==> src/rtl/display_scan_ctrl.sv <==
// Purpose : time-multiplexed scan of a 4-digit common-anode 7-segment display with dead time and lz blanking.
// Latency : all outputs registered; a load is applied at the next frame wrap (or the next edge while off).
// Backpr. : none; load is a strobe, a later load before apply overwrites the shadow value.
module display_scan_ctrl #(
  parameter int CLK_DIV   = 50000,
  parameter int BLANK_CYC = 500
) (
  input  logic        clk,
  input  logic        rst,
  input  logic        enable,
  input  logic        blank_lz,
  input  logic        load,
  input  logic [15:0] value,
  output logic        load_ack,
  output logic [3:0]  digit_data,
  output logic [3:0]  dig_sel
);

  localparam int            CW         = $clog2(CLK_DIV);
  localparam logic [CW-1:0] CNT_LAST   = CW'(CLK_DIV - 1);
  localparam bit            NO_BLANK   = (BLANK_CYC == 0);
  // Last dead-time count; unused when there is no dead time.
  localparam logic [CW-1:0] BLANK_LAST = NO_BLANK ? '0 : CW'(BLANK_CYC - 1);

  typedef enum logic [1:0] {OFF, BLANK, SHOW} state_t;

  state_t        state;
  logic [CW-1:0] cnt;
  logic [1:0]    idx;
  logic [15:0]   active;
  logic [15:0]   shadow;
  logic          pending;

  logic          period_end;
  logic          frame_end;
  logic          apply;
  logic [15:0]   active_nxt;

  // Anode select and nibble for one lit digit; digits above the most
  // significant non-zero nibble go dark when lz blanking is on.
  function automatic logic [7:0] digit_view(input logic [1:0] i,
                                            input logic [15:0] v,
                                            input logic lz);
    logic [3:0] nib;
    logic       dark;
    nib = v[{i, 2'b00} +: 4];
    case (i)
      2'd1:    dark = lz && (v[15:4] == 12'h000);
      2'd2:    dark = lz && (v[15:8] == 8'h00);
      2'd3:    dark = lz && (v[15:12] == 4'h0);
      default: dark = 1'b0;
    endcase
    return {~(4'b0001 << i), (dark ? 4'hF : nib)};
  endfunction

  // Frame-boundary detection and the value that will be on display after this edge.
  always_comb begin
    period_end = (state != OFF) && (cnt == CNT_LAST);
    frame_end  = enable && period_end && (idx == 2'd3);
    apply      = pending && ((state == OFF) || frame_end);
    active_nxt = apply ? shadow : active;
  end

  // Scan FSM, load handshake and registered display outputs.
  always_ff @(posedge clk) begin
    if (rst) begin
      state      <= OFF;
      cnt        <= '0;
      idx        <= 2'd0;
      active     <= 16'h0000;
      shadow     <= 16'h0000;
      pending    <= 1'b0;
      dig_sel    <= 4'hF;
      digit_data <= 4'hF;
      load_ack   <= 1'b0;
    end else begin
      load_ack <= apply;
      active   <= active_nxt;
      // A load on the apply edge is kept for the next boundary.
      if (load) begin
        shadow  <= value;
        pending <= 1'b1;
      end else if (apply) begin
        pending <= 1'b0;
      end

      if (!enable) begin
        state      <= OFF;
        cnt        <= '0;
        idx        <= 2'd0;
        dig_sel    <= 4'hF;
        digit_data <= 4'hF;
      end else begin
        case (state)
          OFF: begin
            cnt <= '0;
            idx <= 2'd0;
            if (NO_BLANK) begin
              state                 <= SHOW;
              {dig_sel, digit_data} <= digit_view(2'd0, active_nxt, blank_lz);
            end else begin
              state      <= BLANK;
              dig_sel    <= 4'hF;
              digit_data <= 4'hF;
            end
          end
          BLANK: begin
            cnt <= cnt + 1'b1;
            if (cnt == BLANK_LAST) begin
              state                 <= SHOW;
              {dig_sel, digit_data} <= digit_view(idx, active_nxt, blank_lz);
            end else begin
              dig_sel    <= 4'hF;
              digit_data <= 4'hF;
            end
          end
          SHOW: begin
            if (period_end) begin
              cnt <= '0;
              idx <= idx + 2'd1;
              if (NO_BLANK) begin
                state                 <= SHOW;
                {dig_sel, digit_data} <= digit_view(idx + 2'd1, active_nxt, blank_lz);
              end else begin
                state      <= BLANK;
                dig_sel    <= 4'hF;
                digit_data <= 4'hF;
              end
            end else begin
              cnt                   <= cnt + 1'b1;
              {dig_sel, digit_data} <= digit_view(idx, active_nxt, blank_lz);
            end
          end
          default: begin
            state      <= OFF;
            cnt        <= '0;
            idx        <= 2'd0;
            dig_sel    <= 4'hF;
            digit_data <= 4'hF;
          end
        endcase
      end
    end
  end

endmodule

==> config.mk <==
export PLATFORM = sky130hd
export DESIGN_NAME = display_scan_ctrl
export DESIGN_NICKNAME = d
export VERILOG_FILES = /design/src/rtl/display_scan_ctrl.sv
export SDC_FILE = /design/constraint.sdc
export NUM_CORES = 1
export LEC_CHECK = 0
export ABC_AREA = 1
export ABC_CLOCK_PERIOD_IN_PS = 2600
export CORE_MARGIN = 5
export CORE_UTILIZATION = 58
export CTS_BUF_LIST = sky130_fd_sc_hd__clkbuf_8
export DETAILED_ROUTE_END_ITERATION = 8
export GPL_TIMING_DRIVEN = 1
export PLACE_DENSITY = 0.86
export SYNTH_ARGS = -nofsm -noshare
export SYNTH_HDL_FRONTEND = slang
export SYNTH_SLANG_ARGS = --single-unit
==> constraint.sdc <==
create_clock -name clk -period 2.6 [get_ports clk]
set_input_delay 0.65 -clock clk [delete_from_list [all_inputs] [get_ports clk]]
set_output_delay 0.65 -clock clk [all_outputs]
set_load 0.02 [all_outputs]
==> metrics.md <==
| Metric | Value |
|---|---|
| First-pass DRT Iterations | `4` |
| Routed wirelength normalized by instance count | `11.6 um` |
| FF-to-FF setup slack | `0.24 ns` |
| Required time reported for the critical path endpoint | `2.88 ns` |
| Power per standard cell area | `620 nW/um2` |
| Worst Hold Slack | `0.457 ns` |
| Post-placement cell count | `455` |
| Clk root buf | `clkbuf_8` |
| Final hold vios | `0` |
| Hold EP | `cnt[0]` |
| Slew Limit Headroom | `69.6%` |
| Share of the clock period used by the worst path | `90.6%` |
| Mean area per synthesized cell | `7.31 um2` |
| Top Ports | `30` |
| Distinct cell type count of the synthesized netlist | `32` |
| Leakage Power | `1.39 nW` |
| Most used standard cells in the synthesized netlist | `nand2_1 (109), dfxtp_1 (62), nor2_1 (48), inv_1 (41), a21oi_1 (26)` |
| Half-perimeter wire length after detailed placement | `3930 um` |
| Post-layout total power | `2.03 mW` |
| CTS tree | `done` |
| Total detailed-routing wirelength | `5460 um` |
| Worst skew pair latency | `0.34 ns` |
| GRT Overall Usage | `19.8%` |
| Path depth of the worst reg2reg path | `17` |
| Routability congestion estimate | `0.849` |
| Classification of the worst-slack hold path | `reg -> reg` |
| Max frequency | `0.424 GHz` |
| Post-cts repair resize count | `0` |
| CP delay by family, top | `simple AND/OR/NAND/NOR gates` |
| Via count | `2429` |
| Fin crit period | `2.36 ns` |
| Non-filler instance count after layout | `470` |
| Setup CP Type | `reg -> reg` |
| Number of nets in the finished design | `441` |
| Critical-path top delay cell | `dfxtp_1` |
| Cell accounting for the most synthesized area | `dfxtp_1` |
| Uppermost signal routing layer after detailed routing | `met4` |
| Max Cap Violations | `0` |
| Die outline area | `6300 um2` |
| Drt initial violations | `162` |
| Slew @ Worst Pin | `0.456 ns` |
| Area of the core | `4690 um2` |
| Antenna Cells | `0` |
| H-Tree Level Count | `3` |
| Internal power | `1.50 mW` |
| Post-detailed-route DRC marker count | `0` |
| Top fanout value on the critical path | `29` |
| Area after DPL | `3100 um2` |
| Worst-path clk slew | `0.06 ns` |
| Number of pins exceeding their max-slew limit in the final report | `0` |
| Startpoint type of the worst setup path | `flop` |
| Largest net degree at the start of global routing | `35` |
| Arrival time reported for the critical path endpoint | `2.64 ns` |
| Overall die height | `79.4 um` |
| Proportion of layout cells with a drive suffix above 1 | `9.38%` |
| Fraction of post-synthesis cell area in the top cell type by area | `44.5%` |
| Vias in the first global route | `2396` |
| Count of state elements after synthesis | `62` |
| Post-synthesis net count | `411` |
| Remaining global-route overflow | `0` |
| Share of total power in sequential cells | `50.2%` |
| Synth area leaders | `dfxtp_1 (44%), nand2_1 (15%), nor2_1 (6.5%)` |
| Number of clock buffers inserted by TritonCTS | `9` |
| Final non-filler cell area | `3280 um2` |
| PnR worst setup slack | `0.244 ns` |
| Count of input and output buffers | `29` |
| Met3 wire length | `148 um` |
| Worst hold path cell count | `1` |
| Post-Synthesis Cells | `382` |
| Run status | `finished clean` |
| Share of async-settable or async-resettable flops after synthesis | `0%` |
| Number of antenna violations at the first check in global routing | `0` |
| Cell occurring most often along the worst timing path | `nand2_1` |
| Clk sinks | `62` |
| Cells along the critical path | `inv_1, ha_1, inv_1, nand2_1, nor2_2, nand4_4, nand2_4, nand2_4, o21ai_2, nand2_1, nor2_1, nand2_1, nand2_1, nand2_2, nand2_1, nand2_1, nand2_1` |
| Post-route ant nets | `0` |
| Final setup violation count | `0` |
| Hold path start | `cnt[0]` |
| Switching pwr | `0.535 mW` |
| Part of the power in the clock network | `35.1%` |
| Place WS | `-0.0209 ns` |
| Delay of the slowest cell on the worst path | `0.33 ns` |
| Reg2Reg Launch Point | `state[0]` |
| Number of buffers added for setup after CTS | `0` |
| Number of enable-type register cells in the synthesized netlist | `0` |
| Width of the chip | `79.4 um` |
| CP Buf/Inv Count | `2` |
| Synthesized area | `2790 um2` |
| Max clock buf depth | `2` |
| Final design utilization | `69.9%` |
| Warning count from the yosys run | `0` |
| Stages on the worst setup path | `17` |
| VDD IR max | `327 uV` |
| Type of element capturing the critical path | `flop` |
| Detailed-route vias per instance | `5.17` |
| Final clock skew | `0.00752 ns` |
| Setup repair after global routing missed its margin | `no` |
| Total negative slack | `0 ns` |
| Cell with the most instances after synthesis | `nand2_1` |
| Starting Density | `59.5%` |
| CTS Hold Bufs | `0` |
| Routed length on met1 | `2410 um` |
| Proportion of power drawn by combinational gates | `14.8%` |
| Share of synthesized area occupied by flip-flops and latches | `44.5%` |
| Ys flop type | `dfxtp_1` |
| Site Rows | `25` |
| Switching share of power | `26.4%` |
| Met2 wire length | `2760 um` |
| Wire length of the first global-routing pass | `9730 um` |
| Area Growth Syn to Fin | `17.4%` |
| Reg-to-Reg End | `digit_data[1]` |
## state kept, by name (all words and copies together) (netlist names), 2 cells and up
name	flops
idx	2
cnt	16
dig_sel	4
active	16
shadow	16
state	2
digit_data	4
## kinds of logic (layout without fill, tap and decap cells)
family	after synthesis	in the layout	synth area share [%]
AND/OR/NAND/NOR	201	201	31.3
flip-flops	62	62	44.5
buffers and inverters	58	92	8.78
AO/OA/AOI/OAI	51	51	11.2
adder cells (fa/ha/maj)	8	8	3.59
XOR/XNOR	2	2	0.628
## metal layers
metal	vias to the layer above	GRT usage [%]
met4	0	11.5
met5	-	0
met3	14	4.63
li1	1268	-
met1	1113	20.5
met2	34	36.0
## cells in the final DEF, fill, tap and decap left out, types with 2 or more instances in the layout
| master | Yosys | final |
|---|---|---|
| a21oi_1 | 26 | 26 |
| nand2_4 | 2 | 2 |
| o21ai_2 | 8 | 12 |
| clkbuf_8 | 0 | 11 |
| o211ai_1 | 7 | 7 |
| buf_4 | 0 | 3 |
| nor2_2 | 2 | 2 |
| ha_1 | 8 | 8 |
| nor2_1 | 48 | 48 |
| nand3_1 | 17 | 17 |
| dfxtp_1 | 62 | 62 |
| nand2_1 | 109 | 109 |
| nor3_1 | 12 | 12 |
| a211oi_1 | 4 | 4 |
| and3_1 | 3 | 3 |
| inv_1 | 41 | 44 |
| inv_2 | 3 | 3 |
| clkdlybuf4s50_1 | 0 | 29 |
## worst max-delay path by stage
stage,start,endpoint,slack (ns)
floorplan,state[0],digit_data[0],0.53
global placement,enable,digit_data[2],0.01
detailed placement,enable,digit_data[2],-0.02
CTS,state[0],digit_data[1],0.23
global route,state[0],digit_data[2],0.01
finish,state[0],digit_data[1],0.24
## area by class of cell
class / instances / area, um2
inverters: 45 / 169
clock inverters: 4 / 16.3
fillers: 372 / 1410
flip-flops and latches: 62 / 1240
clock buffers: 11 / 151
repair buffers: 32 / 313
well taps: 54 / 67.6
multi-input cells: 262 / 1320
## power groups by stage
stage | combinational [mW] | sequential [mW] | clock (mW)
after floorplan | 0.209 | 1.04 | 0
after global placement | 0.287 | 1.04 | 0
after detailed placement | 0.293 | 1.04 | 0
after CTS | 0.297 | 1.02 | 0.729
after global routing | 0.341 | 1.02 | 0.770
final | 0.300 | 1.02 | 0.713
(Power assumes the default switching activity.)
